<file path="src/rtl/chip8_pkg.sv">
// Shared constants and state encoding for the CHIP-8 display datapath.
package chip8_pkg;

  localparam int unsigned SCREEN_W = 64;
  localparam int unsigned SCREEN_H = 32;
  localparam int unsigned VRAM_AW  = 11;
  localparam int unsigned MEM_AW   = 12;

  typedef enum logic [2:0] {
    IDLE,
    FETCH,
    WAIT,
    PIXEL,
    DONE
  } blit_state_t;

endpackage

</file>
<file path="src/rtl/pixel_coord.sv">
// Maps (sprite origin, row, column) to a vram address and an in-range flag.
// With CLIP set, pixels past the right/bottom edge are flagged out of range;
// otherwise they wrap around the screen.
module pixel_coord #(
  parameter bit          CLIP     = 1'b1,
  parameter int unsigned SCREEN_W = chip8_pkg::SCREEN_W,
  parameter int unsigned SCREEN_H = chip8_pkg::SCREEN_H
) (
  input  logic [6:0]                      x0,
  input  logic [6:0]                      y0,
  input  logic [3:0]                      row,
  input  logic [2:0]                      col,
  output logic [chip8_pkg::VRAM_AW-1:0]   vram_addr,
  output logic                            in_range
);
  import chip8_pkg::*;

  logic [6:0] px;
  logic [6:0] py;
  logic [6:0] px_eff;
  logic [6:0] py_eff;

  // Raw coordinates at 7 bits, then clip or wrap, then linearise.
  always_comb begin
    px = x0 + {4'd0, col};
    py = y0 + {3'd0, row};
    if (CLIP) begin
      in_range = (px < 7'(SCREEN_W)) && (py < 7'(SCREEN_H));
      px_eff   = px;
      py_eff   = py;
    end else begin
      in_range = 1'b1;
      px_eff   = px % 7'(SCREEN_W);
      py_eff   = py % 7'(SCREEN_H);
    end
    vram_addr = VRAM_AW'(py_eff) * VRAM_AW'(SCREEN_W) + VRAM_AW'(px_eff);
  end

endmodule

</file>
<file path="src/rtl/sprite_blitter.sv">
// DXYN draw path: fetches sprite rows from memory and XORs them into vram,
// flagging collision when a lit pixel is turned off. Fixed 10 cycles per row.
module sprite_blitter #(
  parameter bit          CLIP     = 1'b1,
  parameter int unsigned SCREEN_W = chip8_pkg::SCREEN_W,
  parameter int unsigned SCREEN_H = chip8_pkg::SCREEN_H
) (
  input  logic                            clk_in,
  input  logic                            rst_in,
  input  logic                            start,
  input  logic [7:0]                      x_in,
  input  logic [7:0]                      y_in,
  input  logic [3:0]                      n_in,
  input  logic [11:0]                     i_in,
  output logic                            busy,
  output logic                            done,
  output logic                            collision,
  output logic                            mem_rd_en,
  output logic [chip8_pkg::MEM_AW-1:0]    mem_addr,
  input  logic [7:0]                      mem_rd_data,
  output logic [chip8_pkg::VRAM_AW-1:0]   vram_addr,
  input  logic                            vram_rd_data,
  output logic                            vram_wr_en,
  output logic                            vram_wr_data
);
  import chip8_pkg::*;

  blit_state_t state;
  logic [6:0]  x0_q;
  logic [6:0]  y0_q;
  logic [3:0]  n_q;
  logic [3:0]  row_q;
  logic [2:0]  col_q;
  logic [11:0] i_q;
  logic [7:0]  shift_q;
  logic [3:0]  row_inc;
  logic        in_range;

  pixel_coord #(
    .CLIP     (CLIP),
    .SCREEN_W (SCREEN_W),
    .SCREEN_H (SCREEN_H)
  ) u_pixel_coord (
    .x0        (x0_q),
    .y0        (y0_q),
    .row       (row_q),
    .col       (col_q),
    .vram_addr (vram_addr),
    .in_range  (in_range)
  );

  // Next row index and the vram read-modify-write strobe for the current pixel.
  always_comb begin
    row_inc      = row_q + 4'd1;
    vram_wr_en   = (state == PIXEL) && shift_q[7] && in_range;
    vram_wr_data = ~vram_rd_data;
  end

  // Main FSM with registered handshake and memory-read outputs.
  always_ff @(posedge clk_in or negedge rst_in) begin
    if (!rst_in) begin
      state     <= IDLE;
      busy      <= 1'b0;
      done      <= 1'b0;
      collision <= 1'b0;
      mem_rd_en <= 1'b0;
      mem_addr  <= '0;
      x0_q      <= '0;
      y0_q      <= '0;
      n_q       <= '0;
      row_q     <= '0;
      col_q     <= '0;
      i_q       <= '0;
      shift_q   <= '0;
    end else begin
      done      <= 1'b0;
      mem_rd_en <= 1'b0;
      case (state)
        IDLE: begin
          if (start) begin
            // Start coordinates always wrap, independent of CLIP.
            x0_q      <= 7'(x_in % 8'(SCREEN_W));
            y0_q      <= 7'(y_in % 8'(SCREEN_H));
            n_q       <= n_in;
            i_q       <= i_in;
            collision <= 1'b0;
            row_q     <= '0;
            col_q     <= '0;
            if (n_in == 4'd0) begin
              state <= DONE;
              done  <= 1'b1;
            end else begin
              state     <= FETCH;
              busy      <= 1'b1;
              mem_rd_en <= 1'b1;
              mem_addr  <= i_in;
            end
          end
        end
        FETCH: begin
          state <= WAIT;
        end
        WAIT: begin
          shift_q <= mem_rd_data;
          col_q   <= '0;
          state   <= PIXEL;
        end
        PIXEL: begin
          if (vram_wr_en && vram_rd_data) begin
            collision <= 1'b1;
          end
          shift_q <= {shift_q[6:0], 1'b0};
          col_q   <= col_q + 3'd1;
          if (col_q == 3'd7) begin
            row_q <= row_inc;
            if (row_inc == n_q) begin
              state <= DONE;
              done  <= 1'b1;
              busy  <= 1'b0;
            end else begin
              state     <= FETCH;
              mem_rd_en <= 1'b1;
              mem_addr  <= i_q + MEM_AW'(row_inc);
            end
          end
        end
        DONE: begin
          state <= IDLE;
        end
        default: begin
          state <= IDLE;
          busy  <= 1'b0;
        end
      endcase
    end
  end

endmodule

</file>
<file path="config.mk">
export PLATFORM = sky130hd
export DESIGN_NAME = sprite_blitter
export DESIGN_NICKNAME = d
export VERILOG_FILES = /design/src/rtl/chip8_pkg.sv /design/src/rtl/pixel_coord.sv /design/src/rtl/sprite_blitter.sv
export SDC_FILE = /design/constraint.sdc
export NUM_CORES = 1
export LEC_CHECK = 0
export CORE_UTILIZATION = 50
export DETAILED_ROUTE_END_ITERATION = 8
export PLACE_DENSITY = 0.82
export RECOVER_POWER = 100
export SETUP_SLACK_MARGIN = 0.4
export SLEW_MARGIN = 5
export SYNTH_ARGS = -nofsm -noshare
export SYNTH_HDL_FRONTEND = slang
export SYNTH_SLANG_ARGS = --single-unit
</file>
<file path="constraint.sdc">
create_clock -name clk_in -period 2.9 [get_ports clk_in]
set_clock_uncertainty 0.2 [all_clocks]
set_input_delay 0.435 -clock clk_in [delete_from_list [all_inputs] [get_ports clk_in]]
set_output_delay 0.435 -clock clk_in [all_outputs]
set_load 0.02 [all_outputs]
</file>
==> Word level (Yosys, flattened, before mapping) <==
Index checks and enable logic that the tools add are counted.
{ "totals": {"reg_bits": 61, "latch_bits": 0, "ramBits": 0, "rom_bits": 0, "inputBits": 44, "output_inout_bits": 29, "word_cells": 86, "n_memories": 0} }
{ "op_classes": {"addsub": 6, "n_mul": 0, "div_mod_pow": 0, "magnitude_cmp": 2, "eq_ne": 12, "n_shift": 0, "n_mux": 34, "bitwise": 2, "reduce_logical": 17} }
{ "ops": {"columns": ["cell", "count"], "rows": [
  ["$mux 12", 4],
  ["$pmux 12 s2", 1],
  ["$pmux 8 s2", 1],
  ["$mux 3", 5],
  ["$mux 1", 14],
  ["$add 12x4->12", 1],
  ["$pmux 3 s4", 1],
  ["$add 11x7->11", 1],
  ["$reduce_and 5->1", 2],
  ["$pmux 3 s3", 1],
  ["$mux 4", 2],
  ["$pmux 4 s2", 1],
  ["$add 6x3->7", 1],
  ["$lt 7x6->1 const B", 1],
  ["$lt 7x7->1 const B", 1],
  ["$add 5x4->6", 1],
  ["$eq 3x2->1 const B", 2],
  ["$eq 3x3->1 const B", 2],
  ["$ne 2x1->1 const B", 3],
  ["$ne 2x2->1 const B", 3],
  ["$pmux 1 s2", 3],
  ["$reduce_and 2->1", 3],
  ["$reduce_and 3->1", 2],
  ["$add 4x1->4 const B", 1],
  ["other kinds (11)", 16]
]} }

==> Depth between registers and ports, before layout <==
Gate-level depths: netlist (run 1).
{ "logic_depth": {"word_depth": 7, "ltp_mapped": 9} }

==> Hierarchy <==
Synthesis (run 1) repeated with hierarchy kept, for this count alone.
{ "unflattened": {"hier_cells": 368, "hier_area_um2": 3403.3} }
{ "modules_own_cells": {"columns": ["module", "n_inst", "cells_per_inst", "area_each_um2", "seq_area_each_um2"], "rows": [
  ["sprite_blitter", 1, 321, 2987.9, 1526.5],
  ["pixel_coord", 1, 47, 415.4, 0.0]
]} }

==> Worst setup path before layout (run 1) <==
OpenSTA, ideal clock, no wires.
{ "synth_path": {"path_kind": "reg-to-output", "from": "reg col_q[0]", "to": "out vram_addr[10] in the netlist's numbering", "arrival_time_ns": 2.106, "t_required_ns": 2.265, "path_slack_ns": 0.159, "stages_incl_launch_ff": 10, "path_buffers": 0, "cell_sequence": "dfrtp_1 ha_1 inv_1 fa_1 nor2b_1 o2111a_1 ha_1 ha_1 nand3_1 xnor2_1"} }
{ "synth_via": {"elab_chain_len": 2} }
{ "synth_rtl": {"columns": ["element", "line_no", "rtl"], "rows": [
  ["start, declared", "sprite_blitter.sv:33", "logic [2:0] col_q;"],
  ["start signal, assigned", "sprite_blitter.sv:113", "col_q <= col_q + 3'd1;"],
  ["$add 6x3->7", "pixel_coord.sv:25", "px = x0 + {4'd0, col};"],
  ["$add 11x7->11", "pixel_coord.sv:36", "vram_addr = VRAM_AW'(py_eff) * VRAM_AW'(SCREEN_W) + VRAM_AW'(px_eff);"],
  ["end, declared", "sprite_blitter.sv:21", "output logic [chip8_pkg::VRAM_AW-1:0] vram_addr,"]
]} }
Every way passes these cells.

==> Worst setup path in the final report (run 1) <==
{ "layout_path": {"from": "reg x0_q[0]", "to": "out vram_addr[8] in the netlist's numbering"} }
{ "layout_via": {"elab_chain_len": 2} }
{ "layout_rtl": {"columns": ["element", "line_no", "rtl"], "rows": [
  ["start, declared", "sprite_blitter.sv:29", "logic [6:0] x0_q;"],
  ["start signal, assigned", "sprite_blitter.sv:82", "x0_q <= 7'(x_in % 8'(SCREEN_W));"],
  ["$add 6x3->7", "pixel_coord.sv:25", null],
  ["$add 11x7->11", "pixel_coord.sv:36", null]
]} }
Every way passes these cells.

==> flow_summary.ini, run 1 <==
[synth]
yosys.area_share.simple_pct = 19.2
synth-edff-count = 0
synth-compound-area-share_pct = 14.1
ys_ff_latch = 61
synth_top_family_by_area = simple AND/OR/NAND/NOR gates
seq_area_frac_synth_pct = 45.0
syn_area_um2 = 3390
syn_inst = 360
syn_nets = 423
synth_largest_area_cell = dfrtp_1
synthTopCellsByArea = dfrtp_1, nand2_1, ha_1
synth_most_common_cell = nand2_1
synthDominantCellAreaShare_pct = 45.0
post_synth.cell_area_avg_um2 = 9.43
ys_top_cells_by_count = nand2_1, dfrtp_1, o21ai_0
synthMuxAreaShare_pct = 4.13
synth_xor_area_share_pct = 6.01
synthArstFlopShare_pct = 100
yosys_warnings = 0
ys_types = 44
synth_adder_area_share_pct = 7.67
yosys_most_used_dff = dfrtp_1

[placed_design]
dp_hpwl_um = 5630
placed_area_um2 = 4320
preCtsSetupSlack_ns = -0.316
io_buffers = 67
placedCellCount = 508
place_congestion = 0.801

[grt]
grt.total_usage_pct = 24.7
busiest_layer = met2
use_met2_pct = 42.3
grt_start_max_net_pins = 62
grt_first_pass_wirelength_um = 13900
grt_pass1_vias = 2907
met1_usage_pct = 32.5
grt_use_met3_pct = 2.36
grt_overflow = 0
antenna_found_initial = 0

[power]
p_switching_w = 0.00259
vdd_drop_max_v = 0.000630
clkPwrFrac_pct = 12.7
p_int_w = 0.00331
pwr-share-seq_pct = 26.0
power_w = 0.00590
powerDensity_nw_per_um2 = 1240
swShare_pct = 43.9
p_leak_nw = 2.27
pwr-share-comb_pct = 61.3

[worst_setup_path]
reg2reg_slack_ns = 0
worstPathRequired_ns = 2.27
crit_fanout = 2
path_class = reg2out
cp.arrival_ns = 2.38
end_kind = primary output
rr_worst_depth = 10
r2r_end = mem_addr[3]
r2r_start = row_q[1]
cp-start-kind = flop

[run_status]
violations = DRC, capacitance limit, setup timing
status = finished with violations

[timing]
tightest_slew_ns = 1.50
setup_viol = 4
hold_viol_final = 0
post-route-period-util_pct = 104
rsz0062_at_grt = true
max_freq_mhz = 332
relSlewSlack_pct = 0.0801
finalSetupTns_ns = -0.315
fin_ws_ns = -0.112
post-route-min-period_ns = 3.01
drv_slew = 0

[routing]
wire_per_inst_um = 16.7
postRouteAntennaNets = 0
drt_first_pass_iters = 7
totalWireLength_um = 9040
num_vias = 3025
drtIter0Drc = 215
drc_errors = 6
via_per_inst = 5.60

[floorplan]
fp.coreArea_um2 = 6460
die_area_um2 = 7120
boundaryPins = 73
die-height_um = 84.4
die-width_um = 84.4
start_util_pct = 52.6
fp-row-count = 29

[worst_hold_path]
worstHoldStart = mem_addr[4]
hold_depth = 2
min_path_type = reg2reg
worstHoldEndpoint = mem_addr[4]

[final_layout]
syn2layout_area_growth_pct = 39.7
stdcell_count = 540
final_nets = 521
n_antenna_cell = 0
design_area_um2 = 4740
drive_gt1_share_pct = 19.9

[clock_network]
htree_num_levels = 3
clock_sinks = 61
cts_tree = yes
clock_path_buffers = 2
cts-buffers-inserted = 9
path_clk_slew_ns = 0.08
cts-root-buf = clkbuf_8
clk_latency_ns = 0.34

[run]
cap_viol_max_count = 1
[flip-flops by register name, summed over array words and instances (netlist names)]
signal and count:
busy 1, col_q 3, collision 1, done 1
i_q 12, mem_addr 12, mem_rd_en 1, n_q 4
row_q 4, shift_q 8, state 3, x0_q 6
y0_q 5
[layout make-up]
class / instances / area [µm²]
Timing Repair Buffer: 104 / 906
Clock buffer: 10 / 128
Clock inverter: 6 / 63.8
Sequential cell: 61 / 1530
Fill cell: 451 / 1720
Tap cell: 77 / 96.3
Multi-Input combinational cell: 270 / 1980
Inverter: 12 / 45.0
[how the worst max path moves through the flow]
stage	start	to	slack, ns	cells after the start
2_1_floorplan	col_q[0]	vram_addr[10]	0.31	9
5_1_grt	x0_q[0]	vram_addr[10]	-0.22	10
3_3_place_gp	col_q[0]	vram_addr[10]	-0.25	10
4_1_cts	col_q[0]	vram_addr[8]	-0.08	10
6_report	x0_q[0]	vram_addr[8]	-0.11	10
3_5_place_dp	col_q[0]	vram_addr[10]	-0.32	10
[power by group through the flow]
stage | clock network, W | logic (W) | registers (W)
6_report | 0.000748 | 0.00361 | 0.00154
5_1_grt | 0.000789 | 0.00390 | 0.00158
4_1_cts | 0.000752 | 0.00329 | 0.00152
3_5_place_dp | 0 | 0.00314 | 0.00153
3_3_place_gp | 0 | 0.00303 | 0.00150
2_1_floorplan | 0 | 0.00196 | 0.00156
[cells in the final DEF (no fill, tap or decap), types with 3 or more instances in the layout]
master,count
dlygate4sd3_1,19
a22o_1,6
a21o_1,5
clkbuf_2,3
o21ai_0,15
nand2_1,103
nor2_1,14
xnor2_1,6
clkbuf_1,11
xor2_1,5
ha_1,10
ha_4,5
nand3_1,3
mux2i_1,14
xor2_2,3
buf_4,25
o21ai_2,8
nor3_1,4
clkdlybuf4s50_1,36
dfrtp_1,61
and3_1,4
o31ai_1,3
buf_6,5
a21oi_1,11
clkbuf_8,9
inv_1,11
nor3b_1,3
[through the flow]
stage	util, %	hold WS [ns]
6_report	73.4	0.274
5_1_grt	73.4	0.306
4_1_cts	71.0	0.0783
3_5_place_dp	66.8	0.268
3_3_place_gp	66.8	0.260
2_1_floorplan	-	-0.0606
[cell families after synthesis]
group / after synthesis
simple gates: 148
compound gates: 69
flops: 61
buf+inv: 29
xor+xnor: 20
fa+ha+maj: 19
mux: 14
[layer usage]
metal	up-vias	wire [µm]	share of wire, %
met3	18	357	3.9
met5	-	0	0
met2	102	4660	51
met4	0	243	2.7
li1	1425	-	-
met1	1480	3790	42
[critical path, cell delays in order (launching register included)]
cell and delay [ns]:
dfrtp_1 0.37, ha_2 0.20, inv_2 0.04, fa_2 0.36, nor2b_4 0.13, o2111a_2 0.26, ha_4 0.16, ha_4 0.14
buf_4 0.11, xor2_2 0.11, buf_4 0.15
[repair_timing]
| action | CTS | global route |
|---|---|---|
| setup endpoints to repair | 23 | 23 |
| hold buffers | 0 | 0 |
| resized for setup | 70 | 30 |
| cloned | 0 | 1 |
| pin swaps | 8 | 12 |
| buffers inserted | 2 | 13 |
Note: power is estimated with default switching activity, not from simulation.
==> run 2: changes to the inputs <==
--- a/config.mk
+++ b/config.mk
@@ -5,9 +5,9 @@
 export SDC_FILE = /design/constraint.sdc
 export NUM_CORES = 1
 export LEC_CHECK = 0
-export CORE_UTILIZATION = 50
+export CORE_UTILIZATION = 24
 export DETAILED_ROUTE_END_ITERATION = 8
-export PLACE_DENSITY = 0.82
+export PLACE_DENSITY = 0.47
 export RECOVER_POWER = 100
 export SETUP_SLACK_MARGIN = 0.4
 export SLEW_MARGIN = 5
==> run 2 against run 1 <==
  * The run ends with setup timing left
  * Design area up 5.1%
  * Non-clock buffer count up 4
  * Cell count up 20%
  * Routed wire length down 1.3%
  * Combinational power down 4%
  * Worst hold slack worse by 0.0016 ns
  * Clock-buffer cell count up 6
  * Highest routed layer unchanged
==> flow_summary.ini, run 2 (same netlist as run 1, synthesis figures left out) <==
[routing]
via_per_inst = 4.48
wire_per_inst_um = 13.8
drt_first_pass_iters = 4
postRouteAntennaNets = 0
drtIter0Drc = 59
num_vias = 2898
drc_errors = 0
totalWireLength_um = 8930

[worst_hold_path]
min_path_type = reg2reg

[worst_setup_path]
end_kind = primary output
cp_slowest_cell = dfrtp_1
path_class = reg2out
crit_chain = ha_2 -> inv_2 -> fa_2 -> nor2b_2 -> o2111a_2 -> ha_4 -> ha_4 -> nand3_4 -> xnor2_4 -> buf_6
worstPathRequired_ns = 2.27
cpPeakStageDelay_ns = 0.34
path_delay_family = adder cells
cp.arrival_ns = 2.32
timing.critical_path.mode_cell = ha_4
crit_fanout = 2
cp-start-kind = flop
crit_buf_inv = 2

[grt]
grt_pass1_vias = 2889
grt_start_max_net_pins = 26
grt.total_usage_pct = 12.8
grt_first_pass_wirelength_um = 14200
antenna_found_initial = 0
grt_overflow = 0

[final_layout]
n_antenna_cell = 0
drive_gt1_share_pct = 20.1
syn2layout_area_growth_pct = 46.7
reg_top3 = i_q x12, mem_addr x12, shift_q x8
final_cell_mix = nand2_1, dfrtp_1, clkdlybuf4s50_1, buf_4, dlygate4sd3_1
layout_commonest_cell = nand2_1
final_nets = 525

[clock_network]
cts_tree = yes
cts-root-buf = clkbuf_16
clk_latency_ns = 0.33
clock_sinks = 61
htree_num_levels = 3
path_clk_slew_ns = 0.05
cts-buffers-inserted = 9
clock_path_buffers = 2

[power]
powerDensity_nw_per_um2 = 1200
p_leak_nw = 2.37
vdd_drop_max_v = 0.000483

[timing]
fin_ws_ns = -0.0541
setup_viol = 3
post-route-period-util_pct = 102
max_freq_mhz = 339
hold_viol_final = 0
tightest_slew_ns = 1.37
timing.hold.ws_ns = 0.272
post-route-min-period_ns = 2.95
drv_slew = 0
relSlewSlack_pct = 8.94
rsz0062_at_grt = true

[floorplan]
start_util_pct = 24.5
die-height_um = 121
die_area_um2 = 14600
fp.coreArea_um2 = 13800
boundaryPins = 73
die-width_um = 121
fp-row-count = 43

[placed_design]
io_buffers = 67
dp_hpwl_um = 6330
place_congestion = 0.778
preCtsSetupSlack_ns = -0.332

[run_status]
status = finished with violations
violations = setup timing

[run]
cap_viol_max_count = 0
-- run 2: final timing paths --
| path | startpoint | to | slack [ns] | cells past startpoint |
|---|---|---|---|---|
| setup / recovery | x0_q[0] | vram_addr[10] | -0.05 | 10 |
| max in group asynchronous | rst_in | y0_q[3] | 0.56 | 3 |
| hold / removal | mem_addr[5] | mem_addr[5] | 0.27 | 2 |
| hold reg to reg | mem_addr[5] | mem_addr[5] | 0.27 | 2 |
| setup reg to reg | col_q[0] | mem_addr[11] | 0.08 | 11 |
| min in group asynchronous | rst_in | i_q[9] | 0.74 | 2 |
-- run 2: through the flow --
stage | area (µm²) | TNS, ns | power, W | utilization (%) | instances
global placement | 4470 | -0.770 | 0.00464 | 32.3 | 614
detailed placement | 4470 | -0.906 | 0.00469 | 32.3 | 614
floorplan | 3470 | 0 | 0.00352 | - | 360
CTS | 4880 | -0.162 | 0.00590 | 35.3 | 639
finish | 4980 | -0.110 | 0.00599 | 36.0 | 647
global route | 4980 | -0.802 | 0.00646 | 36.0 | 647
-- run 2: report_power, final --
| part | internal (W) | switching, W | leakage, nW |
|---|---|---|---|
| Clock | 0.000672 | 0.000362 | 0.143 |
| Combinational | 0.00169 | 0.00176 | 1.47 |
| Sequential | 0.00122 | 0.000290 | 0.765 |
-- run 2: worst reg2reg max path, cell delays in order (launching register included) --
cell      delay (ns)
dfrtp_1         0.37
clkbuf_4        0.13
buf_4           0.11
clkbuf_2        0.11
ha_1            0.20
ha_1            0.19
and3_1          0.24
nor2b_1         0.18
o22ai_1         0.56
buf_12          0.21
a31oi_1         0.05
a21o_1          0.16
-- run 2: layer usage --
metal  vias up  GRT usage [%]  share of wire [%]
li1       1437              -                  -
met1      1402           16.3                 46
met2        44           20.6                 49
met3        15           1.97                2.7
met4         0           6.94                2.5
met5         -              0                  0
-- run 2: cell type report --
class	instances	area (µm²)
timing repair buffer	108	997
sequential	61	1530
multi-input combinational	270	1900
inverter	12	45.0
clock buffer	16	292
fill	1402	8850
tap	180	225
-- run 2: timing repair --
item	CTS	global route
setup endpoints to repair	16	22
pin swaps	12	11
setup buffers	8	6
resized for setup	67	19
cloned	0	2
hold endpoints to repair	23	0
hold buffers	1	0
==> RTL change 1, RTL diff (settings of run 1) <==
Add an input register stage for `mem_rd_data`; this delays it by one clock. The other inputs are not delayed to match.
--- a/src/rtl/sprite_blitter.sv
+++ b/src/rtl/sprite_blitter.sv
@@ -26,2 +26,8 @@
   import chip8_pkg::*;
+
+  logic [7:0] mem_rd_data_q;
+
+  always_ff @(posedge clk_in) begin
+    mem_rd_data_q <= mem_rd_data;
+  end
 
@@ -103,3 +109,3 @@
         WAIT: begin
-          shift_q <= mem_rd_data;
+          shift_q <= mem_rd_data_q;
           col_q   <= '0;
Formal check against the unedited RTL: not equivalent (Yosys sat finds a counterexample within 4 cycles, from zero or initial values and one cycle with rst_in low).
==> RTL change 1 against run 1 <==
The run ends with negative setup slack left; cell area grew 5.9%; synthesized cell count grew 1.9%; largest cell class unchanged; worst setup slack gained 0.046 ns; die area grew 2.4%; sequential share of layout area grew 1.4 points; critical path depth is the same; synthesized area grew 2.5%; core utilization grew 0.88 points; sequential cell count grew 8; maximum frequency grew 1.5%; routed wire length grew 0.55%; power grew 13%.
==> RTL change 1: results (changes against run 1) <==
* LEAKAGE at 2.35 nW (+3.5%)
* Net count of the mapped netlist at 430 (+1.7%)
* DR WL/cell at 16.3 um (-2.9%)
* Share of synthesized flip-flops with an asynchronous set or reset at 0.884 (-0.116)
* Internal power contribution at 3.80 mW (+15%)
* Endpoint of the worst register-to-register path: mem_addr[7]
* Placed insts at 523 (+3.0%)
* Pre-Repair DR Iteration Count at 5 (-2)
* Half-perimeter wire length of the detailed placement result at 5330 um (-5.3%)
* Top cell types by occurrence after synthesis: 106 x sky130_fd_sc_hd__nand2_1, 61 x sky130_fd_sc_hd__dfrtp_1, 16 x sky130_fd_sc_hd__ha_1
* Sequential-to-total area share from yosys stat at 0.485 (+0.0350)
* # fillers at 446 (-1.1%)
* Clock slew at reported path FFs at 0.08 ns (about the same)
* Endpoint of the worst hold-timing path: shift_q[0]
* Largest net degree at the start of global routing at 34 (-45%)
* Number of levels in the clock H-tree at 3 (unchanged)
* Reg2Reg Launch Point: row_q[1]
* Maximum VDD drop at 0.000610 V (-3.2%)
* Final worst-path setup slack at -0.0658 ns (+0.0458 ns)
* Number of distinct library cells after synthesis at 49 (+11%)
* Detailed-route via count at 3122 (+3.2%)
* Final weighted congestion of routability-driven global placement at 0.833 (+4.0%)
* Worst reg-to-reg setup slack at -0.04 ns (-0.04 ns)
* Layout cell share with drive strength beyond 1 at 0.215 (+0.0163)
* Mapped Avg Cell Area at 9.48 sq um (+0.55%)
* Hold_ws at 0.269 ns (-0.00501 ns)
* DRC marker count from the first detailed-route iteration at 218 (+1.4%)
* Final setup violating endpoints at 4 (unchanged)
* Combined global-route utilization of all metal layers at 0.230 (-0.0167)
* Finished Layout Cells at 559 (+3.5%)
* Vias in the first global route at 2977 (+2.4%)
* Synth area leaders: sky130_fd_sc_hd__dfrtp_1 44%, sky130_fd_sc_hd__nand2_1 11%, sky130_fd_sc_hd__ha_1 5.8%, sky130_fd_sc_hd__dfxtp_1 4.6%, sky130_fd_sc_hd__mux2i_1 4.0%
* Outcome: finished, violations left
* Rel. slew slack at 0.0743 (+0.0735)
* Min-Delay Startpoint: mem_rd_data_q[0]
* Number of nets in the layout at 537 (+3.1%)
* Violated checks: negative setup slack
* Wire length of the first global-routing pass at 13200 um (-5.2%)
==> RTL change 1: cell families after synthesis <==
| kind of cell | after synthesis | share of synthesized area |
|---|---|---|
| simple gates | 147 | 0.179 |
| compound gates | 70 | 0.128 |
| flops | 69 | 0.485 |
| buf+inv | 27 | 0.0309 |
| xor+xnor | 20 | 0.0583 |
| fa+ha+maj | 19 | 0.0748 |
| mux | 15 | 0.0435 |
==> RTL change 1: metal layers <==
layer,up-vias,GRT usage,wire length (um)
li1,1466,-,-
met5,-,0,0
met2,140,0.383,4620
met1,1492,0.292,3720
met4,0,0.0742,238
met3,24,0.0642,513
==> RTL change 1: what timing repair did <==
action                                  in CTS  in global routing
setup buffers                                7                 11
resized for setup                           68                 39
endpoints found under the setup margin      16                 23
hold buffers                                 1                  0
pin swaps                                   14                 19
hold endpoints to repair                    23                  0
gates cloned                                 0                  1
==> RTL change 1: worst max-delay path by stage <==
stage | from | end | cells after the start
detailed placement | col_q[0] | vram_addr[10] | 10
CTS | x0_q[0] | vram_addr[10] | 10
global placement | col_q[0] | vram_addr[10] | 10
floorplan | col_q[0] | vram_addr[10] | 9
finish | x0_q[0] | vram_addr[10] | 10
global route | x0_q[0] | vram_addr[8] | 10
==> RTL change 1: area by class of cell <==
cell class                 instances  share of cell area
inverter                          11             0.00823
multi-input combinational        271               0.391
clock inverter                     7              0.0199
timing repair buffer             112               0.200
sequential                        69               0.336
tap                               80              0.0199
clock buffer                       9              0.0247
==> RTL change 1: power groups by stage <==
stage          Combinational [mW]  Clock (mW)  Sequential, mW
5_1_grt                      4.37       0.928            1.74
6_report                     4.07       0.872            1.69
3_5_place_dp                 3.45           0            1.68
3_3_place_gp                 3.34           0            1.66
4_1_cts                      3.61       0.878            1.66
2_1_floorplan                2.15           0            1.74
==> RTL change 1: worst min-delay path: cells and delay by family (launching register included) <==
family          cells  cell delay, ns
simple gates        1            0.05
compound gates      1            0.08
flops               1            0.30
==> RTL change 1: through the flow <==
| stage | instance area [sq um] | TNS (ns) | worst slack [ns] | util |
|---|---|---|---|---|
| finish | 5020 | -0.211 | -0.0658 | 0.743 |
| global route | 5020 | -0.823 | -0.140 | 0.743 |
| CTS | 4790 | -0.112 | -0.0460 | 0.709 |
| detailed placement | 4450 | -0.639 | -0.262 | 0.658 |
| global placement | 4450 | -0.471 | -0.209 | 0.658 |
| floorplan | 3550 | 0 | 0.318 | - |
==> RTL change 2, RTL diff (flow settings as in run 1) <==
Made on the original files. `CLIP` is set to 1'b1 in 2 places; all go to 1'b0.
--- a/src/rtl/pixel_coord.sv
+++ b/src/rtl/pixel_coord.sv
@@ -4,3 +4,3 @@
 module pixel_coord #(
-  parameter bit          CLIP     = 1'b1,
+  parameter bit          CLIP     = 1'b0,
   parameter int unsigned SCREEN_W = chip8_pkg::SCREEN_W,
--- a/src/rtl/sprite_blitter.sv
+++ b/src/rtl/sprite_blitter.sv
@@ -3,3 +3,3 @@
 module sprite_blitter #(
-  parameter bit          CLIP     = 1'b1,
+  parameter bit          CLIP     = 1'b0,
   parameter int unsigned SCREEN_W = chip8_pkg::SCREEN_W,
Behaviour: not the same (a bounded check fails within 10 cycles, from zero or initial values and one cycle with rst_in low).
==> RTL change 2 against run 1 <==
The flow finishes with violations (max-capacitance violations, max-slew violations); count of clock-buffer cells in the layout up 2; core utilization shrank 0.93 points; power is 3.7% lower; worst setup slack improved by 0.25 ns; first-iteration DRC count increased by 5.1%; global-route usage is 0.54 points lower; combinational power fell by 13%; critical path depth shrank 1; routed wire length decreased by 0.23%; clock power increased by 25%; cell area decreased by 2.9%; synthesized area shrank 2.9%; sequential cell count unchanged; critical endpoint is now mem_addr[5]; largest cell class unchanged; largest power group unchanged; highest routed layer unchanged.
==> RTL change 2: results (changes against run 1) <==
* Outcome: finished, violations left
* Violated checks: max-capacitance violations, max-slew violations
* WL met2 at 4520 um (-2.9%)
* Worst slack after detailed placement at 0.0976 ns (+0.414 ns)
* Pre-Repair DR Iteration Count at 4 (-3)
* Detailed-route via count at 2884 (-4.7%)
* Number of max-slew violations in the final report at 29 (+29)
* Fraction of met1 tracks used by global routing at 0.310 (-0.0141)
* Largest net degree at the start of global routing at 34 (-45%)
* Wire length of the first global-routing pass at 13100 um (-6.0%)
* Maximum VDD drop at 0.000582 V (-7.7%)
* LEAKAGE at 2.17 nW (-4.8%)
* Buffers inserted by post-CTS timing repair at 5 (+3)
* Wirelength, routed at 9020 um (-0.23%)
* Worst hold path stage count at 1 (-1)
* Vias in the first global route at 2742 (-5.7%)
* Reg2Reg Launch Point: row_q[0]
* Post-CTS Hold Fix Bufs at 1 (+1)
* Synth area leaders: sky130_fd_sc_hd__dfrtp_1 46%, sky130_fd_sc_hd__nand2_1 12%, sky130_fd_sc_hd__ha_1 5.3%, sky130_fd_sc_hd__mux2_4 4.1%, sky130_fd_sc_hd__xnor2_1 3.7%
* Power consumed by combinational cells at 3.15 mW (-13%)
* Combined global-route utilization of all metal layers at 0.241 (-0.00539)
* M2 GR Usage at 0.395 (-0.0283)
* Top fanout value on the critical path at 6 (+4)
* Internal power contribution at 3.32 mW (+0.35%)
* Hold_ws at 0.277 ns (+0.00293 ns)
* # fillers at 422 (-6.4%)
* DRC marker count from the first detailed-route iteration at 226 (+5.1%)
* Data arrival time at the worst-slack endpoint at 2.79 ns (+0.41 ns)
* DR WL met3 at 490 um (+37%)
* Number of distinct library cells after synthesis at 41 (-6.8%)
* Combinational power share at 0.554 (-0.059)
* Endpoint of the worst register-to-register path: mem_addr[5]
* DR WL/cell at 17.3 um (+3.2%)
* Final weighted congestion of routability-driven global placement at 0.898 (+12%)
* Placed insts at 484 (-4.7%)
* Rel. slew slack at -0.125 (-0.126)
* Global Route met3 Usage at 0.0328 (+0.00920)
* Layout cell share with drive strength beyond 1 at 0.173 (-0.0257)
* Number of nets in the layout at 501 (-3.8%)
* Count of maximum capacitance violations at 1 (unchanged)
[RTL change 2: logic make-up (layout without fill, tap and decap cells)]
family	after synthesis	count (layout)	share of synthesized area
adders and majority gates	17	17	0.0713
xor gates and xnor gates	18	18	0.0524
and+or+nand+nor	142	142	0.185
buffers and inverters	30	127	0.0398
DFF	61	61	0.463
muxes	20	20	0.0755
AOI/OAI and AO/OA	59	60	0.113
[RTL change 2: worst max-delay path by stage]
| stage | startpoint | end | slack, ns | cells after the start |
|---|---|---|---|---|
| floorplan | row_q[0] | mem_addr[11] | 0.45 | 8 |
| finish | row_q[0] | mem_addr[5] | 0.14 | 9 |
| global placement | row_q[0] | vram_addr[10] | 0.18 | 8 |
| CTS | row_q[0] | vram_addr[10] | 0.35 | 8 |
| global route | row_q[0] | mem_addr[5] | 0.13 | 9 |
| detailed placement | row_q[0] | vram_addr[10] | 0.1 | 8 |
[RTL change 2: cell type report]
cell class	count	area (sq um)	share of cell area
inverter	15	56.3	0.0122
multi-input combinational	257	1810	0.394
tap	77	96.3	0.0209
timing repair buffer	96	865	0.188
sequential	61	1530	0.333
clock buffer	12	145	0.0315
clock inverter	4	95.1	0.0207
[RTL change 2: critical path: stages, from the launching register on]
cell and delay [ns]:
sky130_fd_sc_hd__dfrtp_1 0.48, sky130_fd_sc_hd__buf_12 0.17, sky130_fd_sc_hd__ha_4 0.17, sky130_fd_sc_hd__xor2_4 0.16
sky130_fd_sc_hd__buf_6 0.13, sky130_fd_sc_hd__buf_6 0.11, sky130_fd_sc_hd__xnor2_1 0.30, sky130_fd_sc_hd__nand4_4 0.20
sky130_fd_sc_hd__a22o_1 0.39, sky130_fd_sc_hd__mux2_4 0.35
